$ cat config.mk
export PLATFORM = sky130hd
export DESIGN_NAME = mcpu_exec_ctrl
export DESIGN_NICKNAME = d
export VERILOG_FILES = /design/src/rtl/mcpu_exec_ctrl.sv
export SDC_FILE = /design/constraint.sdc
export NUM_CORES = 1
export LEC_CHECK = 0
export CELL_PAD_IN_SITES_DETAIL_PLACEMENT = 1
export CELL_PAD_IN_SITES_GLOBAL_PLACEMENT = 1
export CORE_MARGIN = 2
export CORE_UTILIZATION = 55
export DETAILED_ROUTE_END_ITERATION = 7
export DONT_BUFFER_PORTS = 1
export PLACE_DENSITY = 0.9
export SLEW_MARGIN = 20
export SYNTH_ARGS = -nofsm -noshare
export SYNTH_HDL_FRONTEND = slang
export SYNTH_SLANG_ARGS = --single-unit
export TNS_END_PERCENT = 5
$ cat constraint.sdc
create_clock -name clk -period 3.5 [get_ports clk]
set_clock_uncertainty 0.1 [all_clocks]
set_input_delay 0.7 -clock clk [delete_from_list [all_inputs] [get_ports clk]]
set_output_delay 0.7 -clock clk [all_outputs]
set_load 0.01 [all_outputs]
$ cat src/rtl/mcpu_exec_ctrl.sv
// Multi-cycle execute-stage controller: owns the register file and sequences one
// ALU instruction at a time through READ / WAIT (ALU settle) / WB.
module mcpu_exec_ctrl #(
    parameter int CMD_SIZE      = 3,
    parameter int WORD_SIZE     = 16,
    parameter int REG_ADDR      = 2,
    parameter int SETTLE_CYCLES = 1
) (
    input  logic                 clk,
    input  logic                 reset,
    input  logic                 instr_valid,
    output logic                 instr_ready,
    input  logic [CMD_SIZE-1:0]  instr_cmd,
    input  logic [REG_ADDR-1:0]  instr_rd,
    input  logic [REG_ADDR-1:0]  instr_rs1,
    input  logic [REG_ADDR-1:0]  instr_rs2,
    input  logic                 ext_wr_en,
    input  logic [REG_ADDR-1:0]  ext_wr_addr,
    input  logic [WORD_SIZE-1:0] ext_wr_data,
    output logic [CMD_SIZE-1:0]  alu_cmd,
    output logic [WORD_SIZE-1:0] alu_in1,
    output logic [WORD_SIZE-1:0] alu_in2,
    input  logic [WORD_SIZE-1:0] alu_out,
    input  logic                 alu_cf,
    output logic                 done,
    output logic                 cf_flag,
    input  logic [REG_ADDR-1:0]  dbg_addr,
    output logic [WORD_SIZE-1:0] dbg_data,
    output logic [1:0]           dbg_state
);

    // Handshake: an instruction is accepted on a rising edge where
    // instr_valid && instr_ready; valid may drop without acceptance.
    typedef enum logic [1:0] {
        S_IDLE = 2'd0,
        S_READ = 2'd1,
        S_WAIT = 2'd2,
        S_WB   = 2'd3
    } state_t;

    localparam int NREGS = 1 << REG_ADDR;
    localparam logic [3:0] SETTLE_LOAD = 4'(SETTLE_CYCLES - 1);

    state_t               state;
    state_t               state_nxt;
    logic [3:0]           settle_cnt;
    logic [CMD_SIZE-1:0]  lat_cmd;
    logic [REG_ADDR-1:0]  lat_rd;
    logic [REG_ADDR-1:0]  lat_rs1;
    logic [REG_ADDR-1:0]  lat_rs2;
    logic [WORD_SIZE-1:0] regs [NREGS];
    logic                 accept;
    logic                 add_class;

    assign accept    = instr_valid && instr_ready;
    // Commands 6 and 7 execute as ADD inside the ALU, so they update carry too.
    assign add_class = (lat_cmd == CMD_SIZE'(3)) || (lat_cmd == CMD_SIZE'(6)) ||
                       (lat_cmd == CMD_SIZE'(7));
    assign dbg_data  = regs[dbg_addr];

    // State register
    always_ff @(posedge clk) begin
        if (reset) begin
            state <= S_IDLE;
        end else begin
            state <= state_nxt;
        end
    end

    // Next-state logic
    always_comb begin
        state_nxt = state;
        case (state)
            S_IDLE: if (accept) state_nxt = S_READ;
            S_READ: state_nxt = S_WAIT;
            S_WAIT: if (settle_cnt == 4'd0) state_nxt = S_WB;
            S_WB:   state_nxt = S_IDLE;
            default: state_nxt = S_IDLE;
        endcase
    end

    // Outputs
    always_comb begin
        instr_ready = 1'b0;
        done        = 1'b0;
        dbg_state   = state;
        case (state)
            S_IDLE: instr_ready = !reset;
            S_WB:   done = 1'b1;
            default: ;
        endcase
    end

    // Datapath: latches, ALU drive, settle counter, register file, carry flag.
    always_ff @(posedge clk) begin
        if (reset) begin
            settle_cnt <= '0;
            lat_cmd    <= '0;
            lat_rd     <= '0;
            lat_rs1    <= '0;
            lat_rs2    <= '0;
            alu_cmd    <= '0;
            alu_in1    <= '0;
            alu_in2    <= '0;
            cf_flag    <= 1'b0;
            for (int i = 0; i < NREGS; i++) begin
                regs[i] <= '0;
            end
        end else begin
            case (state)
                S_IDLE: begin
                    if (ext_wr_en) begin
                        regs[ext_wr_addr] <= ext_wr_data;
                    end
                    if (accept) begin
                        lat_cmd <= instr_cmd;
                        lat_rd  <= instr_rd;
                        lat_rs1 <= instr_rs1;
                        lat_rs2 <= instr_rs2;
                    end
                end
                S_READ: begin
                    // Sources captured here, so rd == rs1/rs2 is harmless at WB.
                    alu_cmd    <= lat_cmd;
                    alu_in1    <= regs[lat_rs1];
                    alu_in2    <= regs[lat_rs2];
                    settle_cnt <= SETTLE_LOAD;
                end
                S_WAIT: begin
                    if (settle_cnt != 4'd0) begin
                        settle_cnt <= settle_cnt - 4'd1;
                    end
                end
                S_WB: begin
                    regs[lat_rd] <= alu_out;
                    if (add_class) begin
                        cf_flag <= alu_cf;
                    end
                end
                default: ;
            endcase
        end
    end

endmodule

# [After elaboration in Yosys (flattened, before gate mapping)]
# Memories as Yosys holds them, arrays and structs flattened. A register that Yosys moved wholly into a read port is not among the register bits.
# Index checks and enable logic that the tools add are counted.
[op_classes] n_addsub=1 eq_ne=9 mux=21 reduce_logical=14
[ops] op="2-to-1 mux 16 bit" count=2
[ops] op="OR reduction 16 bit" count=2
[ops] op="2-to-1 mux 1 bit" count=12
[ops] op="2-to-1 mux 2 bit" count=4
[ops] op="one-hot mux 2 bit (4 select lines)" count=1
[ops] op="one-hot mux 4 bit (2 select lines)" count=1
[ops] op="AND reduction 2 bit" count=4
[ops] op="== test 3 bit, second input constant" count=2
[ops] op="inequality test 2 bit, second input constant" count=3
[ops] op="== test 2 bit, second input constant" count=2
[ops] op="logical NOT 4 bit" count=1
[ops] op="2-to-1 mux 4 bit" count=1
[ops] op="nonzero test 4 bit" count=1
[ops] op="subtractor 4 x 1 -> 4 bit, second input constant" count=1
[ops] op="== test 3 x 2 -> 1 bit, second input constant" count=1
[ops] op="== test 2 x 1 -> 1 bit, second input constant" count=1
[ops] op="logical NOT 2 bit" count=1
[ops] op="logical OR 1 bit" count=2
[ops] op="nonzero test 2 bit" count=1
[ops] op="logical AND 1 bit" count=1
[ops] op="logical NOT 1 bit" count=1
[word_totals] reg_bits=19 ramBits=64 word_cells=54 memories=1
[mem_list] name="regs" depth=4 word_bits=16 read_ports=3 rd_clocked_by_memory_dff=2 wr=4 line="51" rtl="logic [WORD_SIZE-1:0] regs [NREGS];"

# [Depth between registers and ports, before layout]
[logic_depth] depth_word=7 ltp_mapped=7 depth_no_buf=5

# [Worst setup path after synthesis]
# Ideal clock, no wire load.
[synth_path] kind="in2out" from="input dbg_addr[0]" to="output dbg_data[10]" t_arrival_ns=1.788 required_time_ns=2.700 setup_slack_ns=0.912 path_stages=3 path_buffers=2 path_cell_list="buf_2 > buf_2 > mux4_2"
[synth_between] elab_chain_len=1
[synth_rtl] element="start: declaration" line="27" rtl="input logic [REG_ADDR-1:0] dbg_addr,"
[synth_rtl] element="memory (4 x 16 bit)"
[synth_rtl] element="end: declaration" line="28" rtl="output logic [WORD_SIZE-1:0] dbg_data,"
# No other way between the ends.

==> flow_summary.json <==
{
  "outcome": "finished, final reports clean",
  "num_io_pins": 106,
  "grt_pass1_wl_um": 25100,
  "grt_max_degree": 90,
  "power.density_nw_per_um2": 768,
  "hold_viol": 0,
  "cts_made_buffers": 17,
  "wl_met2_um": 8130,
  "vias": 3886,
  "cts_tree": "yes",
  "post_cts_buffers": 0,
  "crit_fanout": 28,
  "num_rows": 37,
  "ir_worst_vdd_mv": 0.535,
  "grt_pass1_vias": 4171,
  "worstPathRequired_ns": 3.63,
  "synth_seq_area_share_pct": 50.5,
  "whs_ns": 0.156,
  "max_freq_mhz": 360,
  "ctsHoldBuffers": 0,
  "synth_cells": 442,
  "antenna_found_initial": 0,
  "wirelength_um": 16600,
  "crit_family": "compound AO/OA/AOI/OAI gates",
  "clock_path_buffers": 2,
  "setup_violations": 0,
  "antenna_left": 0,
  "period_minus_slack_ns": 2.78,
  "die_w_um": 107,
  "io_buffers": 0,
  "top_layer": "met4",
  "synth_cell_types": 43,
  "chipHeight_um": 107,
  "cts-resized-gates": 0,
  "fin_nets": 488,
  "met1Wirelength_um": 6500,
  "synth_fp_nets": 499,
  "critical_path.cell_chain": "ha_1, buf_4, nand4b_1, a221o_1, nor2_1",
  "worst_setup_path_start_kind": "flop",
  "mostFrequentLayoutCells": "73 x nor2_1, 64 x edfxtp_1, 51 x dfxtp_1",
  "crit_buf_inv": 1,
  "clkLatencyLatePin_ns": 0.53,
  "worstSetupPathType": "reg2reg",
  "slowest_delay_ns": 0.69,
  "place_area_sq_um": 5840,
  "stdcell_area_sq_um": 6430,
  "leakagePower_nw": 2.31,
  "wl_per_cell_um": 28.6,
  "grt_setup_unrepaired": "false",
  "maxSlewViolCount": 0,
  "cts-root-buf": "clkbuf_8",
  "core_area_sq_um": 10300,
  "drive_above_1_share_pct": 25.0,
  "worstMarginPinSlew_ns": 0.995,
  "final_common_cell": "nor2_1",
  "globalRouteTotalUtil_pct": 30.4,
  "path_clk_slew_ns": 0.06,
  "diodes": 0,
  "maxCapViolations": 0,
  "routed-wl-met3_um": 1590,
  "dieArea_sq_um": 11400,
  "hp-class": "in2reg",
  "end_kind": "flop",
  "post-route-period-util_pct": 79.4,
  "arrival_ns": 2.91,
  "cts_sinks": 115,
  "syn2layout_area_growth_pct": 10.4,
  "fin_cells": 580,
  "gp_congestion": 0.820,
  "ys_seq_elements": 115,
  "grt-ovfl-total": 0,
  "avgViaCountPerCell": 6.70,
  "htree_levels": 4,
  "initial_core_util_pct": 56.4,
  "fin_tns_setup_ns": 0,
  "drtIter0Drc": 420,
  "hpwl_um": 10500,
  "synth_area_sq_um": 5830,
  "max-slew-margin-rel_pct": 33.7,
  "drt-pass1-iter-count": 5,
  "cp_slowest_cell": "a221o_1",
  "drc_errors": 0,
  "avgSynthCellArea_sq_um": 13.2,
  "dp_cells": 548,
  "yosys_warnings": 0
}
flip-flops by register name, indices dropped and copies added, names as in the netlist:
signal      flops
alu_cmd         3
alu_in1        16
alu_in2        16
cf_flag         1
dbg_state       2
lat_cmd         3
lat_rd          2
lat_rs1         2
lat_rs2         2
regs           64
settle_cnt      4
cell families after synthesis:
group	share of synthesized area [%]
DFF	50.5
AOI/OAI and AO/OA	4.12
muxes	27.2
adders and majority gates	1.50
buffers and inverters	3.63
and+or+nand+nor	13.1
routing by layer:
metal / GRT usage, % / vias to the layer above
li1: - / 1640
met1: 39.2 / 1971
met2: 48.5 / 236
met3: 8.69 / 39
met4: 12.6 / 0
met5: 0 / -
Yosys cell counts:
cell	count	area, sq um
nand4b_1	3	26.3
a22oi_1	15	113
dfxtp_1	51	1020
and4bb_2	1	12.5
o31ai_1	1	7.51
nor2_2	10	62.6
a31o_2	1	8.76
a21oi_1	3	15.0
and3_1	1	6.26
buf_1	3	11.3
a21oi_2	1	8.76
nor3_1	16	80.1
mux2_2	10	113
o211ai_2	1	12.5
and2b_1	1	7.51
ha_1	7	87.6
o211a_1	2	20.0
nor4b_1	1	8.76
nand2_1	9	33.8
a21o_1	2	15.0
inv_1	5	18.8
buf_4	2	15.0
nor3b_1	1	7.51
buf_2	19	95.1
nand2b_1	2	12.5
edfxtp_1	64	1920
a211oi_1	1	7.51
nor2b_1	28	175
nand4bb_1	1	11.3
nor4bb_1	1	10.0
mux4_2	48	1080
buf_6	4	45.0
a221o_1	1	10.0
clkbuf_1	7	26.3
or3b_1	1	8.76
nor2_1	73	274
nand3_1	1	5.00
mux2i_1	39	390
o211ai_1	1	7.51
o221ai_2	1	15.0
or2_2	1	6.26
or3_1	1	6.26
and2_1	1	6.26
per-stage QoR:
step / total power [mW] / util [%] / worst slack [ns]
2_1_floorplan: 2.90 / - / 0.912
3_3_place_gp: 3.11 / 56.6 / 0.990
3_5_place_dp: 3.22 / 56.6 / 0.756
4_1_cts: 4.94 / 62.3 / 0.731
5_1_grt: 5.12 / 62.3 / 0.591
6_report: 4.94 / 62.3 / 0.721
area by class of cell:
cell class	instances	area, sq um
multi-input cells	287	2680
repair buffers	5	37.5
fillers	981	3890
clock inverters	6	36.3
inverters	5	18.8
clock buffers	26	551
flip-flops and latches	115	2940
well taps	136	170
path summary, 6_finish.rpt:
kind	slack [ns]	startpoint	endpoint	cells after the start
min reg2reg	0.38	settle_cnt[2]$_SDFFE_PP0P_	settle_cnt[2]$_SDFFE_PP0P_	2
max reg2reg	0.72	dbg_state[1]$_SDFFE_PP0P_	regs[1][4]$_SDFFCE_PN0P_	5
max	0.72	dbg_state[1]$_SDFFE_PP0P_	regs[1][4]$_SDFFCE_PN0P_	5
min	0.16	reset	alu_in1[4]$_SDFFE_PP0P_	1
worst reg2reg max path, stage by stage (launching register included):
cell and delay (ns):
dfxtp_1 0.46, ha_1 0.51, buf_4 0.37, nand4b_1 0.19
a221o_1 0.69, nor2_1 0.16
report_power, final:
part | total [mW] | switching [mW] | internal, mW
clock network | 1.70 | 0.628 | 1.07
registers | 1.97 | 0.279 | 1.69
logic | 1.28 | 0.717 | 0.562
total | 4.94 | 1.62 | 3.32
Note: power is estimated with default switching activity, not from simulation.
